$ cat src/rtl/demux_reg.sv
// rtl/demux_reg.sv - registered 1:2 valid/ready demultiplexer with per-output transfer counters
module demux_reg #(
    parameter int WIDTH     = 32,
    parameter int CNT_WIDTH = 8
) (
    input  logic                 clk,
    input  logic                 reset,
    input  logic                 in_valid,
    output logic                 in_ready,
    input  logic                 in_select,
    input  logic [WIDTH-1:0]     in_data,
    output logic                 out0_valid,
    input  logic                 out0_ready,
    output logic [WIDTH-1:0]     out0_data,
    output logic                 out1_valid,
    input  logic                 out1_ready,
    output logic [WIDTH-1:0]     out1_data,
    output logic [CNT_WIDTH-1:0] out0_count,
    output logic [CNT_WIDTH-1:0] out1_count
);

    typedef enum logic {
        EMPTY = 1'b0,
        FULL  = 1'b1
    } state_t;

    state_t state0, state1;
    state_t state0_next, state1_next;

    logic fill0, fill1;
    logic drain0, drain1;
    logic room0, room1;

    // A slot can take a word when it is empty or is being drained this same cycle
    always_comb begin
        room0    = (state0 == EMPTY) || out0_ready;
        room1    = (state1 == EMPTY) || out1_ready;
        in_ready = !reset && (in_select ? room1 : room0);
        fill0    = in_valid && in_ready && !in_select;
        fill1    = in_valid && in_ready && in_select;
        drain0   = (state0 == FULL) && out0_ready;
        drain1   = (state1 == FULL) && out1_ready;
    end

    // Next-state for both holding slots; a same-cycle refill keeps a slot FULL
    always_comb begin
        state0_next = state0;
        state1_next = state1;
        case (state0)
            EMPTY:   if (fill0) state0_next = FULL;
            FULL:    if (drain0 && !fill0) state0_next = EMPTY;
            default: state0_next = EMPTY;
        endcase
        case (state1)
            EMPTY:   if (fill1) state1_next = FULL;
            FULL:    if (drain1 && !fill1) state1_next = EMPTY;
            default: state1_next = EMPTY;
        endcase
    end

    // Slot state registers
    always_ff @(posedge clk) begin
        if (reset) begin
            state0 <= EMPTY;
            state1 <= EMPTY;
        end else begin
            state0 <= state0_next;
            state1 <= state1_next;
        end
    end

    // Holding registers only change on an accepted word, so stalled data stays stable
    always_ff @(posedge clk) begin
        if (reset) begin
            out0_data <= '0;
            out1_data <= '0;
        end else begin
            if (fill0) out0_data <= in_data;
            if (fill1) out1_data <= in_data;
        end
    end

    // Completed-transfer counters wrap naturally at 2^CNT_WIDTH
    always_ff @(posedge clk) begin
        if (reset) begin
            out0_count <= '0;
            out1_count <= '0;
        end else begin
            if (drain0) out0_count <= out0_count + 1'b1;
            if (drain1) out1_count <= out1_count + 1'b1;
        end
    end

    assign out0_valid = (state0 == FULL);
    assign out1_valid = (state1 == FULL);

endmodule

$ cat config.mk
export PLATFORM = sky130hd
export DESIGN_NAME = demux_reg
export DESIGN_NICKNAME = d
export VERILOG_FILES = /design/src/rtl/demux_reg.sv
export SDC_FILE = /design/constraint.sdc
export NUM_CORES = 1
export LEC_CHECK = 0
export ABC_CLOCK_PERIOD_IN_PS = 3200
export BUFFER_PORTS_ARGS = -buffer_cell sky130_fd_sc_hd__buf_4
export CAP_MARGIN = 20
export CORE_ASPECT_RATIO = 0.5
export CORE_MARGIN = 8
export CORE_UTILIZATION = 45
export DETAILED_ROUTE_END_ITERATION = 12
export GPL_TIMING_DRIVEN = 0
export PLACE_DENSITY = 0.81
export REMOVE_ABC_BUFFERS = 1
export SYNTH_ARGS = -nofsm -noshare
export SYNTH_HDL_FRONTEND = slang
export SYNTH_SLANG_ARGS = --single-unit
$ cat constraint.sdc
create_clock -name clk -period 3.2 [get_ports clk]
set_input_delay 0.16 -clock clk [delete_from_list [all_inputs] [get_ports clk]]
set_output_delay 0.16 -clock clk [all_outputs]
set_load 0.02 [all_outputs]
* Word-level counts from Yosys, hierarchy flattened *
Cells that the tools add are included.
W data, S select, Z words.

word-level totals
  ROM bits = 0
  register bits = 82
  bits in latches = 0
  memory bits (writable) = 0
  input port bits = 38
  memories kept = 0
  logic and storage cells = 31
  output and inout bits = 83

operators by class
  reductions and logical operators = 14
  magnitude comparators = 0
  bitwise operators = 2
  multiplexer cells = 7
  multipliers = 0
  div/mod/pow operators = 0
  $add $sub $neg = 2
  eq/ne operators = 0
  shift-type cells = 0

operators by type and width
  operator               count
  $add A8 B1 Y8 const B  2
  $logic_and A1 B1 Y1    8
  $mux W1                5
  $logic_not A1 Y1       4
  $pmux W1 S2            2
  $logic_or A1 B1 Y1     2
  $not A1 Y1             2

* Depth between registers and ports, before layout *
  word-level depth = 10
  mapped depth = 5
  gate-level depth less buffers = 4

* Worst setup path before layout *
Ideal clock, no wire load.

  path type = reg-to-output
  from = register state1, in the netlist out1_valid
  to = output in_ready
  arrival time = 1.425 ns
  required time = 3.040 ns
  buffers on the path = 1
  path slack = 1.615 ns
  stages on the path, launching flop included = 4
  path through = dfxtp_1 > and2b_2 > clkbuf_1 > a211oi_1

between the ends
  word-level cells in the longest chain between the ends = 4

ends and longest elaborated chain
  item                      line  source
  start: declaration        27    state_t state0, state1;
  start signal: assignment  68    state1 <= state1_next;
  $not A1 Y1                --
  $logic_or A1 B1 Y1        37    room1 = (state1 == EMPTY) || out1_ready;
  $mux W1                   38    in_ready = !reset && (in_select ? room1 : room0);
  $logic_and A1 B1 Y1       38
  end: declaration          9     output logic in_ready,

Every way passes these cells.

* Worst setup path in the final report *
  from = register state0, in the netlist out0_valid
  to = output in_ready

between the ends
  word-level cells in the longest chain between the ends = 4

ends and longest elaborated chain
  item                      line  source
  start: declaration        27
  start signal: assignment  67    state0 <= state0_next;
  $not A1 Y1                --
  $logic_or A1 B1 Y1        36    room0 = (state0 == EMPTY) || out0_ready;
  $mux W1                   38
  $logic_and A1 B1 Y1       38

Every way passes these cells.

==> impl_metrics.json <==
{
  "grt.overflow.total": 0,
  "fillers": 589,
  "whs_ps": 104.2,
  "die-width_um": 135.5,
  "cts_tree": "yes",
  "path_max_fanout": 18,
  "power_frac_seq_pct": 47.2,
  "cts_made_buffers": 9,
  "synth_top_flop_cell": "dfxtp_1",
  "yosys_warnings": 0,
  "start_kind": "flop",
  "max_freq_mhz": 467.7,
  "clock_power_share_pct": 42.8,
  "netlist_area_um2": 3214,
  "viasPerCell": 5.634,
  "clock_skew_ps": 5.323,
  "ctsResizeCount": 0,
  "cts.reportedPaths.clkPinSlew_ps": 60,
  "hold_viol": 0,
  "maxCapViolCount": 0,
  "ir_drop_uv": 272.3,
  "pin_count": 121,
  "firstDrtPassIters": 4,
  "final_area_um2": 4447,
  "gp_congestion": 0.7253,
  "antenna_left": 0,
  "critPathCaptureType": "output port",
  "ys_top_cells_by_area": "dfxtp_1, a21oi_1, nand3_1",
  "cts-htree-levels": 3,
  "rows": 21,
  "diodes": 0,
  "synth_top_area_share_pct": 51.07,
  "via_count": 3279,
  "fin_crit_ps": 2138,
  "hpwlAfterDp_mm": 6.560,
  "cts_setup_buffers": 0,
  "clock_latency_ps": 320,
  "post-route-period-util_pct": 66.81,
  "core_area_um2": 6805,
  "synth.largest_area_cell": "dfxtp_1",
  "ff_latch_area_um2": 1642,
  "avgSynthCellArea_um2": 8.327,
  "cts_hold_buf": 0,
  "setup_tns_ps": 0,
  "grt_first_pass_wirelength_mm": 15.88,
  "worstPathArrival_ps": 1980,
  "p_comb_share_pct": 10.0,
  "setup_violations": 0,
  "slew_viol_final": 0,
  "seq_area_frac_synth_pct": 51.07,
  "layout-drive-gt1-share_pct": 29.18,
  "p_per_area_nw_per_um2": 507.4,
  "initialDrtViolationCount": 164,
  "rsz0062_at_grt": "no",
  "die_y_um": 75.76,
  "cellInternalPower_w": 0.001731,
  "netSwitchingPower_w": 0.0005255,
  "multi_input_area_um2": 1418,
  "maxSlewHeadroom_pct": 31.18,
  "syn2layout_area_growth_pct": 38.34,
  "ys_ff_latch": 82,
  "synth.distinct_cells": 29,
  "hp-class": "in -> reg",
  "grt_max_degree": 88,
  "initial_core_util_pct": 47.23,
  "root_buffer": "clkbuf_16",
  "criticalPathCategory": "reg -> out",
  "io_buffers": 120,
  "wirelength_mm": 9.908,
  "numClockSinks": 82,
  "cellLeakagePower_nw": 1.746,
  "grt_pass1_vias": 3110,
  "nets": 525,
  "antenna_found_initial": 0,
  "sw_frac_of_total_pct": 23.29,
  "dpl_cell_area_um2": 4163,
  "synth-edff-count": 0,
  "status": "finished clean",
  "grt.total_usage_pct": 19.06,
  "worst_pin_slew_ps": 1032,
  "synth_cells": 386,
  "wl_per_cell_um": 17.02,
  "synth-async-reset-ratio_pct": 0,
  "required_ps": 3040,
  "drc": 0,
  "max-clock-path-buffers": 2,
  "fp.dieArea_um2": 10270
}
[metal layers]
layer	vias to the layer above	wire length [um]	global-route usage, %
li1	1593	-	-
met1	1592	4117	21.59
met2	84	5177	34.60
met3	10	476	5.526
met4	0	136	6.098
met5	-	0	0
[cells in the final DEF, fill, tap and decap left out, types with 4 or more instances in the layout]
| cell type | netlist | routed |
|---|---|---|
| or4_1 | 4 | 4 |
| dfxtp_1 | 82 | 82 |
| buf_4 | 0 | 120 |
| clkbuf_16 | 0 | 9 |
| nand2_1 | 6 | 6 |
| a21oi_1 | 78 | 78 |
| or3_1 | 5 | 5 |
| inv_1 | 4 | 4 |
| nand3_1 | 70 | 70 |
| o31ai_1 | 4 | 4 |
| o21ai_0 | 67 | 67 |
| nand4_1 | 5 | 5 |
| nor2_1 | 5 | 5 |
[cell type report]
| class | instances | share of cell area, % |
|---|---|---|
| sequential | 82 | 36.92 |
| multi-input combinational | 264 | 31.88 |
| timing repair buffer | 124 | 21.89 |
| clock buffer | 14 | 6.162 |
| tap | 92 | 2.589 |
| inverter | 4 | 0.3376 |
| clock inverter | 2 | 0.2251 |
[cells by family (layout without fill, tap and decap cells)]
family	after synthesis	count (layout)	share of synthesized area [%]
flops	82	82	51.07
compound gates	153	153	24.21
simple gates	105	105	17.83
xor+xnor	4	4	1.090
buf+inv	40	144	5.021
fa+ha+maj	2	2	0.7784
[Yosys cell counts (all sizes together), types with 2 or more instances]
library cell / count
xor2: 2
a21oi: 78
or4: 4
nor2: 5
clkbuf: 26
ha: 2
xnor2: 2
nand2: 6
nand3: 70
dfxtp: 82
and2b: 2
inv: 4
nand4: 6
o31ai: 4
o21ai: 70
or3: 6
buf: 10
[worst paths after layout]
| kind | cells after the start | end | from | slack, ps |
|---|---|---|---|---|
| worst max-delay path | 5 | in_ready | out0_valid | 1060 |
| worst min-delay path | 3 | out1_data[14] | in_data[14] | 100 |
| worst max register to register | 3 | out0_data[1] | out0_valid | 1390 |
| worst min register to register | 2 | out0_data[8] | out0_data[8] | 470 |
[critical path: stages (launching register included)]
cell      delay [ps]
dfxtp_1          390
nand2b_1         560
buf_8            260
nor2_1            60
a211oi_1         200
buf_4            180
[state kept, by name, summed over array words and instances, names as in the netlist]
signal	cells
out0_data	32
out1_data	32
out0_count	8
out1_count	8
out0_valid	1
out1_valid	1
[stage by stage]
| stage | setup WS (ps) | instances | util [%] | power (W) |
|---|---|---|---|---|
| final | 1062 | 582 | 65.34 | 0.002256 |
| after global routing | 880.9 | 582 | 65.34 | 0.002335 |
| after CTS | 1038 | 582 | 65.34 | 0.002277 |
| after detailed placement | 978.5 | 566 | 61.17 | 0.001313 |
| after global placement | 531.5 | 562 | 60.01 | 0.001301 |
| after floorplan | 1311 | 350 | - | 0.001176 |
[power groups by stage]
stage | combinational, W | sequential, W | clock (W)
after floorplan | 0.0000560 | 0.00112 | 0
after global placement | 0.000216 | 0.00109 | 0
after detailed placement | 0.000226 | 0.00109 | 0
after CTS | 0.000227 | 0.00106 | 0.000985
after global routing | 0.000244 | 0.00107 | 0.00102
final | 0.000226 | 0.00107 | 0.000965
(Power assumes the default switching activity.)
